===== config.mk =====
export PLATFORM = sky130hd
export DESIGN_NAME = riscv_issue_ctrl
export DESIGN_NICKNAME = d
export VERILOG_FILES = /design/src/rtl/riscv_pkg.sv /design/src/rtl/riscv_scoreboard.sv /design/src/rtl/riscv_issue_ctrl.sv
export SDC_FILE = /design/constraint.sdc
export NUM_CORES = 1
export LEC_CHECK = 0
export BUFFER_PORTS_ARGS = -buffer_cell sky130_fd_sc_hd__buf_2
export CAP_MARGIN = 20
export CORE_MARGIN = 1
export CORE_UTILIZATION = 52
export CTS_BUF_LIST = sky130_fd_sc_hd__clkbuf_2
export DETAILED_ROUTE_END_ITERATION = 6
export PLACE_DENSITY = 0.82
export SYNTH_ARGS = -nofsm -noshare
export SYNTH_HDL_FRONTEND = slang
export SYNTH_SLANG_ARGS = --single-unit

===== constraint.sdc =====
create_clock -name clk -period 6.6 [get_ports clk]
set_clock_uncertainty 0.05 [all_clocks]
set_input_delay 0.33 -clock clk [delete_from_list [all_inputs] [get_ports clk]]
set_output_delay 0.33 -clock clk [all_outputs]
set_load 0.1 [all_outputs]

===== src/rtl/riscv_pkg.sv =====
// Shared RISC-V decode types for the issue controller.
//   opcode_t        : base-ISA major opcodes the controller understands
//   decoded_instr_t : record passed decode -> issue -> ALU; the opcode is kept
//                     as raw bits so that unknown encodings can be carried and
//                     rejected in issue
//   uses_rs1/uses_rs2/writes_rd/is_legal_opcode : per-opcode operand rules
package riscv_pkg;

  localparam int NUM_REGS = 32;

  typedef logic [4:0] register_name_t;

  typedef enum logic [6:0] {
    OP_LOAD    = 7'b0000011,
    OP_REG_IMM = 7'b0010011,
    OP_AUIPC   = 7'b0010111,
    OP_STORE   = 7'b0100011,
    OP_REG_REG = 7'b0110011,
    OP_LUI     = 7'b0110111,
    OP_BRANCH  = 7'b1100011,
    OP_JALR    = 7'b1100111,
    OP_JAL     = 7'b1101111
  } opcode_t;

  typedef struct packed {
    logic [6:0]     opcode;
    register_name_t rd;
    register_name_t rs1;
    register_name_t rs2;
    logic [2:0]     funct3;
    logic [6:0]     funct7;
    logic [31:0]    imm;
  } decoded_instr_t;

  function automatic logic is_legal_opcode(logic [6:0] op);
    case (op)
      OP_LOAD, OP_REG_IMM, OP_AUIPC, OP_STORE, OP_REG_REG,
      OP_LUI, OP_BRANCH, OP_JALR, OP_JAL: return 1'b1;
      default:                            return 1'b0;
    endcase
  endfunction

  function automatic logic uses_rs1(opcode_t op);
    case (op)
      OP_REG_REG, OP_STORE, OP_BRANCH,
      OP_REG_IMM, OP_LOAD, OP_JALR: return 1'b1;
      default:                      return 1'b0;
    endcase
  endfunction

  function automatic logic uses_rs2(opcode_t op);
    case (op)
      OP_REG_REG, OP_STORE, OP_BRANCH: return 1'b1;
      default:                         return 1'b0;
    endcase
  endfunction

  // Only legal opcodes are callers' concern; STORE/BRANCH reuse the rd field
  // for immediate bits, so they must never mark a register busy.
  function automatic logic writes_rd(opcode_t op);
    case (op)
      OP_LOAD, OP_REG_IMM, OP_AUIPC, OP_REG_REG,
      OP_LUI, OP_JALR, OP_JAL: return 1'b1;
      default:                 return 1'b0;
    endcase
  endfunction

endpackage


===== src/rtl/riscv_scoreboard.sv =====
// Pending-write scoreboard: one busy bit per architectural register.
//   clk, rst          : clock, async active-high reset
//   flush             : clear every busy bit
//   set_en/set_rd     : mark a register busy (issue)
//   clr_en/clr_rd     : mark a register free (writeback)
//   rs1/rs2/rd        : lookup addresses
//   rs1_busy/rs2_busy/rd_busy : registered busy state of the looked-up regs
// x0 is hard-wired free.
module riscv_scoreboard
  import riscv_pkg::*;
(
  input  logic       clk,
  input  logic       rst,
  input  logic       flush,
  input  logic       set_en,
  input  logic [4:0] set_rd,
  input  logic       clr_en,
  input  logic [4:0] clr_rd,
  input  logic [4:0] rs1,
  input  logic [4:0] rs2,
  input  logic [4:0] rd,
  output logic       rs1_busy,
  output logic       rs2_busy,
  output logic       rd_busy
);

  logic [NUM_REGS-1:0] busy, busy_nxt;

  // Set and clear never hit the same register: WAW blocks issue to a busy rd.
  always_comb begin
    busy_nxt = busy;
    if (clr_en) busy_nxt[clr_rd] = 1'b0;
    if (set_en) busy_nxt[set_rd] = 1'b1;
    busy_nxt[0] = 1'b0;
  end

  always_ff @(posedge clk or posedge rst) begin
    if (rst)        busy <= '0;
    else if (flush) busy <= '0;
    else            busy <= busy_nxt;
  end

  assign rs1_busy = busy[rs1];
  assign rs2_busy = busy[rs2];
  assign rd_busy  = busy[rd];

endmodule


===== src/rtl/riscv_issue_ctrl.sv =====
// In-order issue controller between decode and the ALU.
//   clk, rst                     : clock, async active-high reset
//   dec_valid/dec_ready/dec_instr: decode handshake into holding register H
//   alu_valid/alu_ready/alu_instr: issue handshake out of output register O
//   wb_valid/wb_rd               : writeback completion, frees a register
//   flush                        : drop H, O, scoreboard and outstanding count
//   illegal                      : pulse when H holds an unknown opcode (dropped)
//   issue_cnt/stall_cnt          : saturating performance counters
module riscv_issue_ctrl
  import riscv_pkg::*;
#(
  parameter int MAX_OUTSTANDING = 4,
  parameter int CNT_W           = 32
) (
  input  logic             clk,
  input  logic             rst,
  input  logic             dec_valid,
  output logic             dec_ready,
  input  decoded_instr_t   dec_instr,
  output logic             alu_valid,
  input  logic             alu_ready,
  output decoded_instr_t   alu_instr,
  input  logic             wb_valid,
  input  logic [4:0]       wb_rd,
  input  logic             flush,
  output logic             illegal,
  output logic [CNT_W-1:0] issue_cnt,
  output logic [CNT_W-1:0] stall_cnt
);

  localparam int OUT_W = 4;

  logic           h_valid, o_valid;
  decoded_instr_t h_instr, o_instr;
  logic [OUT_W-1:0] outstanding;

  opcode_t h_op;
  logic    h_legal, hazard, issue, drop, wb_take, dec_hs, set_en;
  logic    rs1_busy, rs2_busy, rd_busy;

  assign h_op    = opcode_t'(h_instr.opcode);
  assign h_legal = is_legal_opcode(h_instr.opcode);

  assign hazard = (uses_rs1(h_op)  && rs1_busy) ||
                  (uses_rs2(h_op)  && rs2_busy) ||
                  (writes_rd(h_op) && rd_busy);

  assign issue = h_valid && h_legal && !hazard && (!o_valid || alu_ready) &&
                 (outstanding < OUT_W'(MAX_OUTSTANDING)) && !flush;

  assign drop    = h_valid && !h_legal;
  // A writeback with nothing outstanding is spurious and ignored entirely.
  assign wb_take = wb_valid && (outstanding != '0) && !flush;

  assign dec_ready = !h_valid || issue;
  assign dec_hs    = dec_valid && dec_ready;
  assign illegal   = drop;

  assign set_en = issue && writes_rd(h_op) && (h_instr.rd != 5'd0);

  riscv_scoreboard u_sb (
    .clk      (clk),
    .rst      (rst),
    .flush    (flush),
    .set_en   (set_en),
    .set_rd   (h_instr.rd),
    .clr_en   (wb_take),
    .clr_rd   (wb_rd),
    .rs1      (h_instr.rs1),
    .rs2      (h_instr.rs2),
    .rd       (h_instr.rd),
    .rs1_busy (rs1_busy),
    .rs2_busy (rs2_busy),
    .rd_busy  (rd_busy)
  );

  // Holding register: a flush also discards any same-cycle decode handshake.
  always_ff @(posedge clk or posedge rst) begin
    if (rst) begin
      h_valid <= 1'b0;
      h_instr <= '0;
    end else if (flush) begin
      h_valid <= 1'b0;
    end else if (dec_hs) begin
      h_valid <= 1'b1;
      h_instr <= dec_instr;
    end else if (issue || drop) begin
      h_valid <= 1'b0;
    end
  end

  // Output register: payload only changes on issue, so it is stable under
  // backpressure.
  always_ff @(posedge clk or posedge rst) begin
    if (rst) begin
      o_valid <= 1'b0;
      o_instr <= '0;
    end else if (flush) begin
      o_valid <= 1'b0;
    end else if (issue) begin
      o_valid <= 1'b1;
      o_instr <= h_instr;
    end else if (alu_ready) begin
      o_valid <= 1'b0;
    end
  end

  always_ff @(posedge clk or posedge rst) begin
    if (rst)        outstanding <= '0;
    else if (flush) outstanding <= '0;
    else begin
      case ({issue, wb_take})
        2'b10:   outstanding <= outstanding + OUT_W'(1);
        2'b01:   outstanding <= outstanding - OUT_W'(1);
        default: outstanding <= outstanding;
      endcase
    end
  end

  // Counters survive flush; only reset clears them.
  always_ff @(posedge clk or posedge rst) begin
    if (rst) begin
      issue_cnt <= '0;
      stall_cnt <= '0;
    end else begin
      if (issue && (issue_cnt != '1))
        issue_cnt <= issue_cnt + CNT_W'(1);
      if (h_valid && h_legal && !issue && (stall_cnt != '1))
        stall_cnt <= stall_cnt + CNT_W'(1);
    end
  end

  assign alu_valid = o_valid;
  assign alu_instr = o_instr;

endmodule


==> qor.csv <==
stage,metric,value,unit
status,status,"finished, final reports clean",
detailed_routing,DR WL/cell,18.68,microns
placed_design,DP Cell Count,1332,
synth,largest area contributor in the netlist,dfrtp_1,
sta,# setup viols final,0,
setup_path,CP peak stage delay,870,ps
sta,Final period util,69.62,%
sta,RSZ-0062 raised after global routing,no,
layout,"non-filler cells, final",1509,
global_route,aggregate global-route resource usage,26.69,%
clock_network,Skew-Pair Late Insertion Delay,860,ps
power_and_ir_drop,Leak Pwr,6.435,nW
clock_network,Max clock buf depth,3,
layout,post-synthesis to final-layout area growth,22.09,%
synth,Yosys Warn Count,0,
synth,Post-synth EDFFs,0,
synth,Synth area leaders,"dfrtp_1 52%, mux2_2 13%, xor2_1 4.5%",
detailed_routing,Post-route DRC,0,
clock_network,TritonCTS clock tree,built,
placed_design,Placer Congestion,0.8789,
synth,"Top FF cell, synth",dfrtp_1,
setup_path,Crit path max-delay family,simple AND/OR/NAND/NOR gates,
clock_network,"Reg clk slew, reported paths",100,ps
synth,Yosys top cell area share,52.22,%
placed_design,IO Port Bufs,205,
setup_path,Crit. End Element,primary output,
detailed_routing,vias per cell,5.692,
setup_path,critical path required time,6220,ps
layout,"most common cell after layout, fill and taps aside",dfrtp_1,
clock_network,Num CTS Buffers,57,
power_and_ir_drop,pwr dens,335.9,nW/um^2
layout,Fill cells,1564,
global_route,vias in the first global route,8795,
placed_design,DP Wirelength,17840,microns
global_route,first-pass GRT wire length,46130,microns
die,io pins,206,
power_and_ir_drop,worst vdd ir,0.0003017,V
layout,Register Area,5731,sq um
detailed_routing,via count,8589,
die,DIE WIDTH,147.3,microns
layout,multi-input logic area,4893,sq um
sta,fin crit period,4595,ps
hold_path,HP Class,input pin to flip-flop,
synth,register area share after synthesis,52.22,%
die,DIE HEIGHT,147.3,microns
synth,synth unique cells,68,
layout,design area,13400,sq um
synth,fraction of registers with async set/reset,100.0,%
placed_design,cell area after placement,12090,sq um
layout,share of post-route cells with drive strength above 1,37.69,%
sta,fmax,0.2176,GHz
job,Maximum Capacitance Violations,0,
sta,Max-Slew Margin vs Limit,35.42,%
setup_path,slowest cell on the critical path,or3_4,
die,die area,21690,sq um
sta,Final TNS setup,0,ps
setup_path,CP Cell Sequence,"mux4_2, mux2i_1, a32o_1, nor4_1, or3_4, nand2_1, buf_2",
detailed_routing,Routed Wire Length,28190,microns
detailed_routing,antenna-violating nets left,0,
die,FP Rows,52,
detailed_routing,drt pass-1 iters,6,
setup_path,startpoint types,flip-flop,
global_route,global route total overflow,0,
die,core box area,20430,sq um
synth,Seq cells post-synth,229,
setup_path,worst-path fanout max,85,
setup_path,Setup CP Type,flip-flop to primary output,
sta,final hold violations,0,
sta,fin. max-slew vios,0,
clock_network,CTS resizes,0,
synth,Post-Synthesis Cells,907,
clock_network,H-tree depth,2,
setup_path,worst path buffer plus inverter count,1,
clock_network,TritonCTS Sinks,229,
layout,Diodes inserted,0,
die,Initial Utilization,53.71,%
detailed_routing,Iter 0 DRT Violations,626,
layout,final net count,1282,
synth,Post-Syn Nets,987,
synth,cell area after synthesis,10970,sq um
synth,Avg Inst Size Synth,12.10,sq um
global_route,initial antenna violation count,0,
setup_path,crit path DAT,4210,ps
layout,most frequent cells in the layout,"229 x dfrtp_1, 205 x buf_2, 128 x mux2_2",
clock_network,Root Buffer Master,clkbuf_2,
sta,Slew @ Worst Pin,968.7,ps
global_route,largest net degree at the start of global routing,121,
worst register-to-register path, cell delays in order, from the launching register on:
cell and delay, ps:
dfrtp_1 760, mux4_2 580, a2111oi_0 400, nor4_1 140
or3_4 730, a21oi_4 270, buf_4 690, mux2_2 460
per-stage QoR:
step	worst slack (ps)	power, mW	hold WS (ps)	util (%)
2_1_floorplan	3226	3.251	426.6	-
3_3_place_gp	2472	3.532	397.3	59.20
3_5_place_dp	2419	3.570	402.2	59.20
4_1_cts	1938	4.502	26.21	65.44
5_1_grt	1628	4.704	36.68	65.57
6_report	2005	4.500	68.54	65.57
cell families after synthesis:
logic type / count (synthesis) / share of synthesized area, %
simple gates: 289 / 15.76
flops: 229 / 52.22
mux: 160 / 17.54
compound gates: 94 / 5.599
buf+inv: 68 / 3.295
xor+xnor: 62 / 4.949
fa+ha+maj: 5 / 0.6386
metal layers:
| metal | vias to the layer above | track usage (%) | routed length, microns | part of all wire, % |
|---|---|---|---|---|
| met5 | - | 0 | 0 | 0 |
| li1 | 3892 | - | - | - |
| met1 | 4237 | 33.53 | 11090 | 39 |
| met2 | 369 | 43.92 | 14090 | 50 |
| met4 | 0 | 13.14 | 1164 | 4.1 |
| met3 | 91 | 5.590 | 1846 | 6.5 |
where the power goes:
part	leakage [nW]	internal, mW	total, mW	switching [mW]
sequential	2.92	1.62	1.82	0.202
combinational	3.14	0.388	1.77	1.38
clock	0.369	0.337	0.906	0.569
path summary, 6_finish.rpt:
kind | depth (start not counted) | to | slack, ps | startpoint
max reg2reg | 7 | h_instr[54] | 2400 | h_instr[53]
min in group asynchronous | 3 | alu_instr[16] | 150 | rst
min reg2reg | 1 | alu_instr[57] | 420 | alu_instr[57]
max | 7 | dec_ready | 2010 | h_instr[53]
max in group asynchronous | 4 | u_sb.busy[5] | 4940 | rst
min | 3 | outstanding[0] | 70 | flush
flip-flops by register name, summed over array words and instances (netlist names):
name and flops:
alu_instr 64, h_instr 57, issue_cnt 32, stall_cnt 32
u_sb.busy 31, h_op 7, outstanding 4, alu_valid 1
h_valid 1
what timing repair did:
item	4_1_cts	5_1_grt
hold buffers	80	0
buffers inserted	0	0
endpoints found under the setup margin	0	0
hold endpoints to repair	137	0
cell type report:
| cell class | count | area share [%] |
|---|---|---|
| clock inverter | 12 | 0.4016 |
| multi-input combinational | 610 | 36.53 |
| inverter | 12 | 0.3642 |
| sequential | 229 | 42.78 |
| clock buffer | 84 | 3.138 |
| timing repair buffer | 292 | 14.27 |
| tap | 270 | 2.522 |
synth_stat cells (10+ instances only):
cell and instances:
dfrtp_1 229, mux2_2 128, nand2_1 63, xor2_1 57
o21ai_0 40, nand3_1 30, nor2b_1 23, clkbuf_1 22
nor3_1 22, nor2_1 20, nor3b_1 20, mux2i_1 19
nand3b_1 19, buf_2 18, and3_1 16, nand4_1 15
mux4_2 13, inv_1 12, buf_6 10, nor4b_1 10
o21ai_1 10
Note: power is estimated with default switching activity, not from simulation.
